===== config.mk =====
export PLATFORM = sky130hd
export DESIGN_NAME = core_mem_requester
export DESIGN_NICKNAME = d
export VERILOG_FILES = /design/src/rtl/core_mem_requester.sv
export SDC_FILE = /design/constraint.sdc
export NUM_CORES = 1
export LEC_CHECK = 0
export CORE_AREA = 3 3 71 73
export DETAILED_ROUTE_END_ITERATION = 6
export DIE_AREA = 0 0 74 76
export PLACE_DENSITY = 0.78
export SLEW_MARGIN = 20
export SYNTH_ARGS = -nofsm -noshare
export SYNTH_HDL_FRONTEND = slang
export SYNTH_SLANG_ARGS = --single-unit

===== constraint.sdc =====
create_clock -name clk -period 2.1 [get_ports clk]
set_input_delay 0.63 -clock clk [delete_from_list [all_inputs] [get_ports clk]]
set_output_delay 0.63 -clock clk [all_outputs]
set_load 0.02 [all_outputs]

===== src/rtl/core_mem_requester.sv =====
// Core-side requester for the banked-memory arbiter: issues one
// load/store, waits for ready, returns a one-cycle response.
//
// Ports:
//   clk, reset(active-low, async)
//   core side : req_valid/req_we/req_addr/req_wdata -> req_ready,
//               resp_valid/resp_we/resp_rdata
//   arbiter   : enable/addr/wr_data -> ready/rd_data
//   status    : timeout (sticky)
module core_mem_requester #(
  parameter int REG_SIZE  = 8,
  parameter int ADDR_SIZE = 12,
  parameter int TIMEOUT   = 64,
  parameter int CNT_SIZE  = 8
) (
  input  logic                 clk,
  input  logic                 reset,
  input  logic                 req_valid,
  input  logic                 req_we,
  input  logic [ADDR_SIZE-1:0] req_addr,
  input  logic [REG_SIZE-1:0]  req_wdata,
  output logic                 req_ready,
  output logic                 resp_valid,
  output logic                 resp_we,
  output logic [REG_SIZE-1:0]  resp_rdata,
  output logic [1:0]           enable,
  output logic [ADDR_SIZE-1:0] addr,
  output logic [REG_SIZE-1:0]  wr_data,
  input  logic                 ready,
  input  logic [REG_SIZE-1:0]  rd_data,
  output logic                 timeout
);

  typedef enum logic [1:0] {
    IDLE = 2'd0,
    WAIT = 2'd1,
    COOL = 2'd2
  } state_t;

  localparam logic [CNT_SIZE-1:0] TO_CNT =
    CNT_SIZE'(TIMEOUT);

  state_t                state_q, state_d;
  logic [1:0]            enable_q, enable_d;
  logic [ADDR_SIZE-1:0]  addr_q, addr_d;
  logic [REG_SIZE-1:0]   wr_data_q, wr_data_d;
  logic                  we_q, we_d;
  logic [CNT_SIZE-1:0]   cnt_q, cnt_d;
  logic                  timeout_q, timeout_d;
  logic                  req_ready_q, req_ready_d;
  logic                  resp_valid_q, resp_valid_d;
  logic                  resp_we_q, resp_we_d;
  logic [REG_SIZE-1:0]   resp_rdata_q, resp_rdata_d;

  always_comb begin
    state_d      = state_q;
    enable_d     = enable_q;
    addr_d       = addr_q;
    wr_data_d    = wr_data_q;
    we_d         = we_q;
    cnt_d        = cnt_q;
    timeout_d    = timeout_q;
    resp_valid_d = 1'b0;
    resp_we_d    = resp_we_q;
    resp_rdata_d = resp_rdata_q;
    unique case (state_q)
      IDLE: begin
        if (req_valid) begin
          addr_d    = req_addr;
          wr_data_d = req_wdata;
          we_d      = req_we;
          enable_d  = req_we ? 2'b10 : 2'b01;
          cnt_d     = '0;
          state_d   = WAIT;
        end
      end
      WAIT: begin
        if (ready) begin
          enable_d     = 2'b00;
          resp_valid_d = 1'b1;
          resp_we_d    = we_q;
          if (!we_q) resp_rdata_d = rd_data;
          state_d      = COOL;
        end else begin
          if (cnt_q != '1) cnt_d = cnt_q + 1'b1;
          if (cnt_d >= TO_CNT) timeout_d = 1'b1;
        end
      end
      // Swallows a duplicate ready caused by enable
      // still being high during the completing cycle.
      COOL: begin
        enable_d = 2'b00;
        state_d  = IDLE;
      end
      default: begin
        enable_d = 2'b00;
        state_d  = COOL;
      end
    endcase
    req_ready_d = (state_d == IDLE);
  end

  always_ff @(posedge clk or negedge reset) begin
    if (!reset) begin
      state_q      <= COOL;
      enable_q     <= 2'b00;
      addr_q       <= '0;
      wr_data_q    <= '0;
      we_q         <= 1'b0;
      cnt_q        <= '0;
      timeout_q    <= 1'b0;
      req_ready_q  <= 1'b0;
      resp_valid_q <= 1'b0;
      resp_we_q    <= 1'b0;
      resp_rdata_q <= '0;
    end else begin
      state_q      <= state_d;
      enable_q     <= enable_d;
      addr_q       <= addr_d;
      wr_data_q    <= wr_data_d;
      we_q         <= we_d;
      cnt_q        <= cnt_d;
      timeout_q    <= timeout_d;
      req_ready_q  <= req_ready_d;
      resp_valid_q <= resp_valid_d;
      resp_we_q    <= resp_we_d;
      resp_rdata_q <= resp_rdata_d;
    end
  end

  assign req_ready  = req_ready_q;
  assign resp_valid = resp_valid_q;
  assign resp_we    = resp_we_q;
  assign resp_rdata = resp_rdata_q;
  assign enable     = enable_q;
  assign addr       = addr_q;
  assign wr_data    = wr_data_q;
  assign timeout    = timeout_q;

endmodule


==> metrics.log <==
INFO  metric timing.final.crit_period = 1920 ps
INFO  metric p_seq_share = 39.0%
INFO  metric switching_share = 36.4%
INFO  metric cp_data_arrival_time = around 2100 ps
INFO  metric finalHoldWorstSlack = 297 ps
INFO  metric area.growth.synth_to_final = 44.6%
INFO  metric period_share = 91.5%
INFO  metric drt_iter0_markers = 91
INFO  metric async_flop_share = 100%
INFO  metric pwr-share-clk = between 10 and 15%
INFO  metric syn-num-nets = approximately 220
INFO  metric synth_seq_area_share = 58.7%
INFO  metric initial_utilization = a little over two fifths
INFO  metric drc_errors = 0
INFO  metric vias_per_cell = 4.83
INFO  metric slew_violations = 0
INFO  metric yosysUniqueCellTypes = 35
INFO  metric cts_hold_repair.buffers = 0
INFO  metric synth_largest_area_cell = dfrtp_1
INFO  metric switching_power = approximately 1.3 mW
INFO  metric place_hpwl = 2.96 mm
INFO  metric grt_max_degree = 26
INFO  metric dr.pass1.iters = 4
INFO  metric crit_fanout = 5
INFO  metric startpoint_type = input pin
INFO  metric clk_pin_slew = 80 ps
INFO  metric clk-insertion-delay-late = 290 ps
INFO  metric cts_buffers = 5
INFO  metric core.rowCount = 24
INFO  metric wl = 3.97 mm
INFO  metric gp_routability_congestion = roughly 0.81
INFO  metric synthesis.instances = 188
INFO  metric final_net_count = 300
INFO  metric design.die.area = 5620 µm²
INFO  metric grt.overflow.total = 0
INFO  metric ctsLongestPathBuffers = 2
INFO  metric final_common_cell = nand2_1
INFO  metric hold_class = input pin to async pin
INFO  metric wire_length_of_the_first_global_routing_pass = approximately 6.8 mm
INFO  metric cts-resized-gates = 0
INFO  metric worst_pin_slew = 607 ps
INFO  metric timing.fmax = 520 MHz
INFO  metric route.antenna.remaining_nets = 0
INFO  metric synthesis.area = slightly below 2000 µm²
INFO  metric type_of_element_capturing_the_critical_path = flop
INFO  metric yosys.area.top_type_share = 57.3%
INFO  metric ratio_of_cells_with_drive_above_1_in_the_final_layout = 13.1%
INFO  metric power.ir.vdd_worst = 0.786 mV
INFO  metric worst_slew_margin_rel = between 50 and 60%
INFO  metric hold_violations = 0
INFO  metric run_status = complete, no violations
INFO  metric finalSetupViolCount = 0
INFO  metric cell_internal_pwr = 2.31 mW
INFO  metric relative_contribution_of_combinational_cells_to_total_power = 47.1%
INFO  metric die-height = 76 µm
INFO  metric synth.ff_latch_count = 45
INFO  metric synth_flop_cell = dfrtp_1
INFO  metric yosys_warnings = 0
INFO  metric cts-htree-levels = 2
INFO  metric via_count = about 1,500
INFO  metric insertedDiodeCount = 0
INFO  metric placement.io_buffers = 66
INFO  metric post_synth.cell_area_avg = 10.2 µm²
INFO  metric tritoncts_num_sinks = 45
INFO  metric grt_antenna_before_repair = 0
INFO  metric worst_ep_required_time = 2320 ps
INFO  metric cts_tree = yes
INFO  metric layout_common_cells = nand2_1, clkdlybuf4s50_1, dfrtp_1
INFO  metric ys_top_cells_by_area = dfrtp_1, nand2_1, mux2_2
INFO  metric detail_route.wl_per_cell = 12.5 µm
INFO  metric cts_root_buf = clkbuf_8
INFO  metric power.density = between 1000 and 1500 nW/µm²
INFO  metric fin_skew = 3.75 ps
INFO  metric cellLeakagePower = approximately 1.3 nW
INFO  metric core_region_area = 4410 µm²
INFO  metric synth-edff-count = 0
INFO  metric global_route.usage.total = 15.1%
INFO  metric finalPower = between 3 and 4 mW
INFO  metric worst-setup-path-type = input pin to flop
INFO  metric first_global_vias = 1,512
INFO  metric cts_setup_buffers = 0
INFO  metric ios = 67
INFO  metric die_w = 74 µm
INFO  metric timing.max_cap.violations = 0
INFO  metric rsz0062_at_grt = false
## flip-flops by register name (all words and copies together), names as in the netlist
register,cells
state_q,2
enable,2
resp_rdata,8
resp_valid,1
we_q,1
wr_data,8
req_ready,1
cnt_q,8
addr,12
timeout,1
resp_we,1
## cells in the mapped netlist (3+ instances only)
master and n:
nand3_1 5, clkbuf_1 3, mux2_2 9, dfrtp_1 44, or3_1 3, nor2_1 9
nand2_1 66, nand2b_1 3, a21oi_1 7, inv_1 4, nor3_1 3
## critical path: stages
cell and delay (ps):
clkdlybuf4s50_1 420, or2b_1 220, a21o_1 200, or4_1 510
a21oi_1 150
## stage by stage
step                utilization [%]  std cells  setup WS (ps)  setup TNS [ps]  cell area [µm²]
floorplan                         -        188            411               0             1920
finish                         62.9        319            179               0             2780
detailed placement             61.1        311           -101            -345             2700
global placement               61.1        311          -94.9            -275             2700
global route                   62.9        319            123               0             2780
CTS                            62.9        319            178               0             2780
## area by class of cell
type	instances	area [µm²]
clock buffers	6	72.6
clock inverters	2	10.0
fillers	374	1640
inverters	4	15.0
multi-input cells	132	717
flip-flops and latches	45	1130
well taps	52	65.1
repair buffers	78	771
## path summary, 6_finish.rpt
check,from,end,slack [ps],cells after the start
max in group asynchronous,reset,addr[2]$_DFFE_PN0P_,1300,2
min in group clk,addr[5]$_DFFE_PN0P_,addr[5]$_DFFE_PN0P_,480,2
setup / recovery,ready,cnt_q[5]$_DFFE_PN0P_,180,5
hold / removal,reset,resp_rdata[5]$_DFFE_PN0P_,300,1
hold reg to reg,addr[5]$_DFFE_PN0P_,addr[5]$_DFFE_PN0P_,480,2
setup reg to reg,state_q[0]$_DFF_PN0_,cnt_q[5]$_DFFE_PN0P_,390,4
## layer usage
layer,up-vias,part of all wire [%],global-route usage (%)
met4,0,0.40,3.80
met3,2,8.0,5.28
met1,722,45,20.2
li1,769,-,-
met5,-,0,0
met2,49,47,23.1
## cells by family (layout without fill, tap and decap cells)
group | Yosys count | in the layout | share of synthesized area [%]
simple gates | 101 | 101 | 23.6
xor+xnor | 1 | 1 | 0.456
compound gates | 18 | 18 | 6.32
fa+ha+maj | 1 | 1 | 0.651
flops | 45 | 45 | 58.7
mux | 11 | 11 | 6.32
buf+inv | 11 | 90 | 3.97
## power by group through the flow
stage | sequential (mW) | clock [mW] | combinational (mW)
floorplan | 1.78 | 0 | 0.536
global placement | 1.42 | 0 | 1.70
detailed placement | 1.43 | 0 | 1.73
CTS | 1.42 | 0.530 | 1.73
global route | 1.46 | 0.572 | 1.84
finish | 1.41 | 0.504 | 1.71
No activity file was read; power rests on OpenSTA's default activity.
